### src/rtl/ascii_pkg.sv
// Shared constants, state encoding and character classifiers for the
// ASCII-decimal to binary converter.
package ascii_pkg;

  localparam logic [7:0] ASCII_0  = 8'h30;
  localparam logic [7:0] ASCII_9  = 8'h39;
  localparam logic [7:0] ASCII_CR = 8'h0D;
  localparam logic [7:0] ASCII_LF = 8'h0A;

  localparam logic [1:0] ERR_NONE = 2'b00;
  localparam logic [1:0] ERR_CHAR = 2'b01;
  localparam logic [1:0] ERR_OVF  = 2'b10;

  typedef enum logic [1:0] {
    ST_IDLE = 2'd0,
    ST_ACUM = 2'd1,
    ST_CALC = 2'd2,
    ST_OUT  = 2'd3
  } state_t;

  function automatic logic is_digit(input logic [7:0] c);
    return (c >= ASCII_0) && (c <= ASCII_9);
  endfunction

  function automatic logic is_term(input logic [7:0] c);
    return (c == ASCII_CR) || (c == ASCII_LF);
  endfunction

endpackage

### src/rtl/mul10_add.sv
// acc*10 + d using shifts, evaluated 4 bits wider than acc so the limit
// check against MAX_VAL can never be fooled by wrap-around.
module mul10_add
  import ascii_pkg::*;
#(
  parameter int WIDTH   = 12,
  parameter int MAX_VAL = 4095
) (
  input  logic [WIDTH-1:0] acc,
  input  logic [3:0]       d,
  output logic [WIDTH-1:0] acc_next,
  output logic             over
);

  localparam logic [WIDTH+3:0] MAX_EXT = (WIDTH+4)'(MAX_VAL);

  logic [WIDTH+3:0] acc_ext;
  logic [WIDTH+3:0] sum_ext;

  assign acc_ext  = {4'b0000, acc};
  assign sum_ext  = (acc_ext << 3) + (acc_ext << 1) + {{WIDTH{1'b0}}, d};
  // Truncation is only consumed when over is low, so no information is lost.
  assign acc_next = sum_ext[WIDTH-1:0];
  assign over     = (sum_ext > MAX_EXT);

endmodule

### src/rtl/ascii_a_bin.sv
// Streams ASCII decimal digits (MSD first, CR/LF terminated) into an
// unsigned WIDTH-bit value with bad-character and overflow reporting.
module ascii_a_bin
  import ascii_pkg::*;
#(
  parameter int WIDTH   = 12,
  parameter int MAX_VAL = 4095
) (
  input  logic             clk,
  input  logic             rst_n,
  input  logic             dig_valid,
  input  logic [7:0]       dig_data,
  output logic             dig_ready,
  output logic [WIDTH-1:0] numero,
  output logic             num_valid,
  output logic             err,
  output logic [1:0]       err_code
);

  state_t           state_reg;
  logic [WIDTH-1:0] acc_reg;
  logic             ovf_reg;
  logic [3:0]       d_reg;
  logic [WIDTH-1:0] numero_reg;
  logic             num_valid_reg;
  logic             err_reg;
  logic [1:0]       err_code_reg;

  logic [WIDTH-1:0] acc_next;
  logic             over_next;

  mul10_add #(
    .WIDTH   (WIDTH),
    .MAX_VAL (MAX_VAL)
  ) u_mul10_add (
    .acc      (acc_reg),
    .d        (d_reg),
    .acc_next (acc_next),
    .over     (over_next)
  );

  always_ff @(posedge clk or negedge rst_n) begin
    if (!rst_n) begin
      state_reg     <= ST_IDLE;
      acc_reg       <= '0;
      ovf_reg       <= 1'b0;
      d_reg         <= '0;
      numero_reg    <= '0;
      num_valid_reg <= 1'b0;
      err_reg       <= 1'b0;
      err_code_reg  <= ERR_NONE;
    end else begin
      num_valid_reg <= 1'b0;
      err_reg       <= 1'b0;
      case (state_reg)
        ST_IDLE, ST_ACUM: begin
          if (dig_valid) begin
            if (is_digit(dig_data)) begin
              // The low nibble of '0'..'9' is the digit value itself.
              d_reg     <= dig_data[3:0];
              state_reg <= ST_CALC;
            end else if (is_term(dig_data)) begin
              // A terminator with no digits before it (e.g. LF of CRLF) is dropped.
              if (state_reg == ST_ACUM) begin
                state_reg <= ST_OUT;
                if (ovf_reg) begin
                  err_reg      <= 1'b1;
                  err_code_reg <= ERR_OVF;
                end else begin
                  numero_reg    <= acc_reg;
                  num_valid_reg <= 1'b1;
                end
              end
            end else begin
              state_reg    <= ST_OUT;
              err_reg      <= 1'b1;
              err_code_reg <= ERR_CHAR;
            end
          end
        end
        ST_CALC: begin
          // Once overflowed, the accumulator is frozen rather than wrapped.
          if (!ovf_reg && !over_next) begin
            acc_reg <= acc_next;
          end else begin
            ovf_reg <= 1'b1;
          end
          state_reg <= ST_ACUM;
        end
        ST_OUT: begin
          acc_reg   <= '0;
          ovf_reg   <= 1'b0;
          state_reg <= ST_IDLE;
        end
        default: state_reg <= ST_IDLE;
      endcase
    end
  end

  assign dig_ready = (state_reg == ST_IDLE) || (state_reg == ST_ACUM);
  assign numero    = numero_reg;
  assign num_valid = num_valid_reg;
  assign err       = err_reg;
  assign err_code  = err_code_reg;

endmodule

### config.mk
export PLATFORM = sky130hd
export DESIGN_NAME = ascii_a_bin
export DESIGN_NICKNAME = d
export VERILOG_FILES = /design/src/rtl/ascii_pkg.sv /design/src/rtl/mul10_add.sv /design/src/rtl/ascii_a_bin.sv
export SDC_FILE = /design/constraint.sdc
export NUM_CORES = 1
export LEC_CHECK = 0
export ABC_AREA = 1
export BUFFER_PORTS_ARGS = -buffer_cell sky130_fd_sc_hd__buf_2
export CORE_MARGIN = 5
export CORE_UTILIZATION = 45
export CTS_CLUSTER_DIAMETER = 30
export DETAILED_ROUTE_END_ITERATION = 10
export PLACE_DENSITY = 0.71
export SLEW_MARGIN = 20
export SYNTH_ARGS = -nofsm -noshare
export SYNTH_HDL_FRONTEND = slang
export SYNTH_SLANG_ARGS = --single-unit
### constraint.sdc
create_clock -name clk -period 2.7 [get_ports clk]
set_input_delay 0.135 -clock clk [delete_from_list [all_inputs] [get_ports clk]]
set_output_delay 0.135 -clock clk [all_outputs]
set_load 0.01 [all_outputs]
Yosys cells after proc, flatten, opt, wreduce, memory -nomap -nowiden
Index checks and enable logic that the tools add are counted.

word-level totals
  flip-flop bits (word level) = 35
  latch bits = 0
  memory bits (writable) = 0
  memory bits (read-only) = 0
  bits of input ports = 11
  output and inout port bits = 17
  word-level logic and storage cells = 65
  memories = 0

operators by class
  add/subtract/negate cells = 2
  $mul = 0
  divide/modulo/power cells = 0
  $lt $le $gt $ge = 3
  equality and inequality tests = 11
  shift operators = 0
  multiplexer cells = 24
  bitwise gates (word level) = 2
  reductions and logical operators = 15

operators by type and width
  operator                                                           number
  case mux 12 bit (2 select lines)                                   1
  adder 15 x 13 -> 16 bit                                            1
  adder 16 x 4 -> 16 bit                                             1
  equality test 8 x 4 -> 1 bit, second input constant                2
  > comparator 16 x 12 -> 1 bit, second input constant               1
  two-way mux 2 bit                                                  7
  two-way mux 1 bit                                                  13
  two-way mux 12 bit                                                 1
  greater-or-equal comparator 8 x 6 -> 1 bit, second input constant  1
  <= comparator 8 x 6 -> 1 bit, second input constant                1
  inequality test 2 bit, second input constant                       4
  case mux 2 bit (3 select lines)                                    1
  AND reduction 2 bit                                                3
  AND reduction 6 bit                                                1
  AND reduction 5 bit                                                1
  equality test 2 bit, second input constant                         2
  inequality test 4 bit, second input constant                       1
  AND reduction 3 bit                                                1
  equality test 2 x 1 -> 1 bit, second input constant                1
  logical AND 1 bit                                                  2
  logical NOT 1 bit                                                  2
  logical NOT 2 bit                                                  1
  logical OR 1 bit                                                   2
  inequality test 2 x 1 -> 1 bit, second input constant              1
  4 further kinds                                                    5

Depth between registers and ports, before layout
Gate-level depths: netlist of run 1.

  depth in word-level cells = 7
  mapped depth = 17
  depth with buffers taken out = 17

Modules after synthesis
From an unflattened synthesis of run 1, not the netlist that was laid out.

second synthesis, totals
  cells, all modules = 326
  area total of the unflattened synthesis = 2607.5 sq um

by module, submodules not included
  module       instances  cells an instance  area an instance (sq um)  seq. area each (sq um)
  ascii_a_bin  1          167                1677.9                    875.8
  mul10_add    1          159                929.6                     0.0

Worst setup path before layout of run 1
OpenSTA, ideal clock, no wires.

  kind = flip-flop to flip-flop
  from = reg acc_reg[0]
  to = reg acc_reg[10]
  setup time = 0.118 ns
  arrival = 2.322 ns
  data required time = 2.582 ns
  slack = 0.260 ns
  stages on the path, launching flop included = 15
  path buffers = 1
  clock period less this slack = 2.440 ns
  path through = dfrtp_1 > inv_1 > fa_1 > fa_1 > inv_1 > nand3_1 > nand3_1 > nand2_1 > nand4_1 > nand2_1 > nor2_2 > nand3_2 > buf_6 > nand3_1 > nand2_1

on the way
  word-level cells in the longest chain between the ends = 7
  elaborated cells between the ends (all ways) = 9
  those cells by class = add/sub: 2; order compare: 1; eq/ne: 1; mux: 2; reduce/logical: 3

ends and longest elaborated chain
  item                                    line               text
  from (decl)                             ascii_a_bin.sv:21  logic [WIDTH-1:0] acc_reg;
  from (signal assigned)                  ascii_a_bin.sv:84  acc_reg <= acc_next;
  adder 15 x 13 -> 16 bit (*)             mul10_add.sv:21    assign sum_ext = (acc_ext << 3) + (acc_ext << 1) + {{WIDTH{1'b0}}, d};
  adder 16 x 4 -> 16 bit (*)              mul10_add.sv:21
  > comparator 16 x 12 -> 1 bit           mul10_add.sv:24    assign over = (sum_ext > MAX_EXT);
  logical NOT 1 bit                       ascii_a_bin.sv:83  if (!ovf_reg && !over_next) begin
  logical AND 1 bit                       ascii_a_bin.sv:83
  inequality test 2 bit (no source line)  -
  AND reduction 2 bit (no source line)    -

Mark *: on every way between the ends. The rest lies on a longest branch, timed or not. The select of a mux whose other input is x is not followed.
A chain may end at the register's enable or synchronous reset.

Worst setup path in the final report of run 1
  from = reg acc_reg[2]
  to = reg acc_reg[1]

on the way
  word-level cells in the longest chain between the ends = 7

ends and longest elaborated chain
  item                                    line
  adder 15 x 13 -> 16 bit                 mul10_add.sv:21
  adder 16 x 4 -> 16 bit                  mul10_add.sv:21
  > comparator 16 x 12 -> 1 bit           mul10_add.sv:24
  logical NOT 1 bit                       ascii_a_bin.sv:83
  logical AND 1 bit                       ascii_a_bin.sv:83
  inequality test 2 bit (no source line)  -
  AND reduction 2 bit (no source line)    -

No other way between the ends.

==> results.py, run 1 <==
metrics = {
    "yosys": {
        "synth_top_flop_cell": "dfrtp_1",
        "syn-cell-area_um2": 2380,
        "yosys.area_share.simple": 0.347,
        "synth.top_cells.by_area": "dfrtp_1 (37%), nand2_1 (18%), ha_1 (12%)",
        "synthMuxAreaShare": 0,
        "yosysMostFrequentCell": "nand2_1",
        "synth_top_area_frac": 0.368,
        "synthXorXnorAreaFrac": 0.0147,
        "synth_top_family_by_area": "simple AND/OR/NAND/NOR gates",
        "ys_ff_latch": 35,
        "synth_top_cell_by_area": "dfrtp_1",
        "synth_warnings": 0,
        "yosys.area_share.adder": 0.138,
        "synth_edf_count": 0,
        "synth-seq-area-share": 0.368,
        "synth.avg_cell_area_um2": 7.35,
        "synthTopCellsByCount": "nand2_1 (117), inv_1 (43), dfrtp_1 (35), nand3_1 (31), ha_1 (23)",
        "syn_nets": 360,
        "synthArstFlopShare": 1.00,
        "synth_compound_area_frac": 0.0499,
        "synthDistinctLibCells": 28,
        "synthCells": 324,
    },
    "finish": {
        "syn2layout_area_growth_pct": 19.8,
        "fin_cells": 432,
        "final_nets": 397,
        "n_antenna_cell": 0,
        "drive_above_1_share": 0.213,
        "fin_util": 0.555,
        "design_area_um2": 2850,
    },
    "hold_path": {
        "hold_class": "primary input to register",
    },
    "place": {
        "dp.cells": 419,
        "placed_area_um2": 2590,
        "routabilityCongestion": 0.874,
        "port_buffers": 27,
        "hpwl_um": 4160,
    },
    "power": {
        "pwr-share-seq": 0.327,
        "p_sw_frac": 0.459,
        "peakVddDrop_v": 0.000484,
        "finalPower_uw": 2260,
        "power_switching_uw": 1040,
        "p_int_uw": 1220,
        "comb_power_share": 0.506,
        "clkPwrFrac": 0.167,
        "power_leakage_uw": 0.00163,
        "powerDensity_nw_per_um2": 792,
    },
    "route": {
        "num_vias": 2154,
        "dr.pass1.iters": 4,
        "wl_per_cell_um": 12.7,
        "drc_errors": 0,
        "dr.first_iter.drc_count": 116,
        "finalWirelength_um": 5490,
        "ant_nets": 0,
        "viasPerCell": 4.99,
    },
    "run": {
        "maxCapViolations": 0,
    },
    "clocking": {
        "cts_tree": "yes",
        "cts.clk_slew.worst_paths_ns": 0.07,
        "clk_path_buf_depth": 2,
        "clk_latency_ns": 0.29,
        "cts.sinks": 35,
        "cts-root-buf": "clkbuf_8",
        "cts_made_buffers": 5,
        "ctsHtreeMaxLevel": 2,
    },
    "die": {
        "die_h_um": 82.7,
        "die-area_um2": 6850,
        "die_x_um": 82.7,
        "ios": 28,
        "core_um2": 5140,
        "placementRows": 26,
        "start_util": 0.463,
    },
    "setup_path": {
        "crit_required_ns": 2.92,
        "cp.arrival_ns": 2.73,
        "cp-end-kind": "register",
        "crit_path_max_fanout": 7,
        "start_kind": "register",
        "setup.worst_path.class": "register to register",
        "reg2reg_setup_slack_ns": 0.19,
    },
    "global_route": {
        "antenna_found_initial": 0,
        "grt_start_max_net_pins": 36,
        "grt_remaining_overflow": 0,
        "grt_pass1_vias": 1913,
        "grt_use_total": 0.169,
        "grt_pass1_wl_um": 8830,
    },
    "timing": {
        "period_needed_ns": 2.51,
        "max_slew.worst_pin.slew_ns": 0.767,
        "setup_viol": 0,
        "fin_skew_ns": 0.0112,
        "period_share": 0.929,
        "fmax_mhz": 399,
        "timing.slew.headroom": 0.489,
        "slew_violations": 0,
        "hold_viol_final": 0,
    },
    "run_status": {
        "status": "finished, final reports clean",
    },
}
## what timing repair did
action                                  CTS  global route
buffers inserted                          0             2
endpoints found under the setup margin    4            13
hold buffers                              1             0
endpoints found under the hold margin    35             0
resized for setup                         1            27
pin swaps                                 0             7
cloned                                    0             2
## through the flow
| step | hold slack [ns] | setup TNS [ns] | worst slack [ns] |
|---|---|---|---|
| 5_1_grt | 0.149 | -0.0202 | -0.0124 |
| 3_5_place_dp | 0.249 | 0 | 0.00257 |
| 2_1_floorplan | -0.161 | 0 | 0.260 |
| 6_report | 0.137 | 0 | 0.193 |
| 4_1_cts | 0.137 | 0 | 0.0520 |
| 3_3_place_gp | 0.243 | 0 | 0.0842 |
## power groups by stage
stage	Combinational [uW]	Clock (uW)	Sequential (uW)
finish	1140	376	739
global route	1300	408	753
CTS	1000	382	730
detailed placement	986	0	740
global placement	960	0	741
floorplan	775	0	695
## placed cells by master, fill, tap and decap left out, types with 2 or more instances in the layout
master / instances
nand2_1: 115
inv_1: 40
dfrtp_1: 34
buf_2: 27
nand3_1: 22
ha_1: 18
nor2_1: 15
nand3_2: 13
o21ai_0: 11
a21oi_1: 9
inv_2: 5
clkbuf_8: 5
nand2_2: 4
buf_4: 4
nor3_1: 3
nand4_1: 3
xor2_1: 3
ha_4: 3
or2_1: 2
nor2_2: 2
nor2_4: 2
nand3_4: 2
nor3b_1: 2
ha_2: 2
clkinvlp_4: 2
## per-layer routing
metal / wire, um / vias up / global-route usage / part of all wire
met5: 0 / - / 0 / 0
met4: 35 / 0 / 0.0310 / 0.0064
met3: 168 / 5 / 0.0358 / 0.031
met2: 2740 / 36 / 0.280 / 0.50
met1: 2540 / 1003 / 0.228 / 0.46
li1: - / 1110 / - / -
## path summary, 6_finish.rpt
check                             from         end  cells past startpoint
max                         acc_reg[2]  acc_reg[1]                     17
min                        dig_data[0]    d_reg[0]                      3
max reg2reg                 acc_reg[2]  acc_reg[1]                     17
min reg2reg                 numero[10]  numero[10]                      2
max in group asynchronous        rst_n  acc_reg[1]                      2
min in group asynchronous        rst_n  numero[11]                      2
## worst max-delay path, cell delays in order, from the launching register on
cell	delay [ns]
dfrtp_1	0.41
inv_2	0.06
fa_1	0.55
inv_1	0.09
ha_4	0.16
nand2_1	0.08
nand2_1	0.05
nand2_1	0.05
nand2_1	0.05
nand2_1	0.05
nand3_1	0.11
nand2_1	0.09
nand2_1	0.08
nor2_4	0.18
nand3_4	0.18
inv_4	0.12
nand2_1	0.05
nand2_1	0.07
## area by class of cell
| class | instances | area (um2) |
|---|---|---|
| clock buffers | 5 | 68.8 |
| clock inverters | 3 | 20.0 |
| fillers | 510 | 2290 |
| inverters | 46 | 175 |
| multi-input cells | 241 | 1450 |
| flip-flops and latches | 35 | 877 |
| well taps | 70 | 87.6 |
| repair buffers | 32 | 175 |
## logic make-up after synthesis
| logic type | after synthesis |
|---|---|
| adder cells (fa/ha/maj) | 25 |
| XOR/XNOR | 4 |
| AO/OA/AOI/OAI | 23 |
| flip-flops | 35 |
| AND/OR/NAND/NOR | 187 |
| buffers and inverters | 50 |
Note: power is estimated with default switching activity, not from simulation.
==> run 2: changes to the inputs <==
CORE_ASPECT_RATIO = 1.5   (was not set)
==> results.py, run 2 (same netlist as run 1, synthesis figures left out) <==
metrics = {
    "run_status": {
        "status": "finished, final reports clean",
    },
    "setup_path": {
        "crit_slowest_cell": "dfrtp_1",
        "crit_path_cell_trace": "ha_1, ha_1, nand2_1, inv_1, nand2_1, nand2_1, nand2_1, nand3_1, nand2_1, nand2_1, nor2_4, nand3_4, nand3_2, nand2_1",
        "crit_top_cell": "nand2_1",
        "cp_top_family": "simple AND/OR/NAND/NOR gates",
        "crit_required_ns": 2.86,
        "cp.arrival_ns": 2.69,
        "crit_path_max_fanout": 7,
        "cp-end-kind": "register",
        "crit_buf_inv": 1,
        "start_kind": "register",
        "reg2reg_setup_slack_ns": 0.17,
        "setup.worst_path.class": "register to register",
        "critical-path-max-stage-delay_ns": 0.45,
    },
    "finish": {
        "design_area_um2": 2850,
        "nFillCells": 525,
        "fin_util": 0.556,
        "drive_above_1_share": 0.202,
        "n_antenna_cell": 0,
        "final_cell_mix": "nand2_1 (114), inv_1 (41), dfrtp_1 (34)",
        "syn2layout_area_growth_pct": 19.6,
        "fin_cells": 430,
        "final_nets": 397,
        "final_common_cell": "nand2_1",
    },
    "clocking": {
        "ctsHtreeMaxLevel": 2,
        "cts-root-buf": "clkbuf_8",
        "clk_latency_ns": 0.28,
        "cts.clk_slew.worst_paths_ns": 0.07,
        "cts.sinks": 35,
        "clk_path_buf_depth": 2,
        "cts_tree": "yes",
        "cts_made_buffers": 5,
    },
    "run": {
        "maxCapViolations": 0,
    },
    "timing": {
        "period_share": 0.936,
        "period_needed_ns": 2.53,
        "fmax_mhz": 396,
        "timing.slew.headroom": 0.488,
        "slew_violations": 0,
        "fin_skew_ns": 0.00845,
        "max_slew.worst_pin.slew_ns": 0.768,
        "setup_viol": 0,
        "hold_viol_final": 0,
        "finalWorstSetupSlack_ns": 0.173,
    },
    "place": {
        "dp.cells": 417,
        "port_buffers": 27,
        "hpwl_um": 4520,
        "routabilityCongestion": 0.954,
        "placed_area_um2": 2590,
        "place_ws_ns": -0.00354,
    },
    "die": {
        "die-area_um2": 6880,
        "die_h_um": 99.1,
        "core_um2": 5120,
        "die_x_um": 69.4,
        "ios": 28,
        "placementRows": 32,
        "start_util": 0.465,
    },
    "global_route": {
        "grt_use_total": 0.166,
        "antenna_found_initial": 0,
        "grt_start_max_net_pins": 36,
        "grt_remaining_overflow": 0,
        "grt_pass1_vias": 2076,
        "grt_pass1_wl_um": 9270,
    },
    "route": {
        "dr.pass1.iters": 4,
        "drc_errors": 0,
        "num_vias": 2177,
        "viasPerCell": 5.06,
        "dr.first_iter.drc_count": 86,
        "ant_nets": 0,
        "wl_per_cell_um": 13.5,
        "finalWirelength_um": 5790,
    },
    "hold_path": {
        "hold_class": "primary input to register",
    },
    "power": {
        "power_leakage_uw": 0.00165,
        "peakVddDrop_v": 0.000400,
        "powerDensity_nw_per_um2": 811,
        "finalPower_uw": 2310,
    },
}
-- run 2: cell types whose count changed in the layout (fill, tap and decap cells not counted), moves of 2 or more --
cell,before,now
ha_1,18,21
clkbuf_8,5,7
ha_2,2,0
clkinvlp_4,2,0
-- run 2: cell type report --
type | count | area, um2 | area share
repair buffers | 33 | 183 | 0.0641
flip-flops and latches | 35 | 877 | 0.308
well taps | 68 | 85.1 | 0.0299
clock buffers | 8 | 100 | 0.0351
inverters | 46 | 175 | 0.0615
multi-input cells | 240 | 1430 | 0.501
-- run 2: final timing paths --
check / end / depth (start not counted) / start
worst max-delay path: acc_reg[9] / 14 / acc_reg[6]
worst min-delay path: d_reg[0] / 3 / dig_data[0]
worst max register to register: acc_reg[9] / 14 / acc_reg[6]
worst min register to register: numero[9] / 2 / numero[9]
max in group asynchronous: acc_reg[1] / 2 / rst_n
min in group asynchronous: acc_reg[6] / 2 / rst_n
-- run 2: stage by stage --
step / hold WS [ns] / TNS, ns
2_1_floorplan: -0.161 / 0
3_3_place_gp: 0.242 / 0
3_5_place_dp: 0.250 / -0.00651
4_1_cts: 0.157 / 0
5_1_grt: 0.162 / -0.00420
6_report: 0.158 / 0
-- run 2: per-layer routing --
metal  share of wire  GRT usage  up-vias
met1            0.38      0.172     1009
met4           0.038     0.0647        0
met2            0.55      0.324       43
met3           0.032     0.0303       16
li1                -          -     1109
met5               0          0        -
-- run 2: power by group --
group          internal (uW)  switching (uW)
clock                    233             168
combinational            430             733
sequential               614             131
total                   1280            1030
-- run 2: repair_timing --
| action | in CTS | in global routing |
|---|---|---|
| setup buffers | 0 | 3 |
| gates resized for setup | 1 | 24 |
| endpoints found under the hold margin | 35 | 0 |
| setup endpoints to repair | 4 | 13 |
| gates cloned | 0 | 1 |
| pin swaps | 0 | 6 |
| hold buffers | 1 | 0 |
-- run 2: worst register-to-register path, delay by kind of cell, from the launching register on --
kind	cells	cell delay (ns)
buf+inv	1	0.08
simple gates	11	1.18
flops	1	0.45
fa+ha+maj	2	0.72
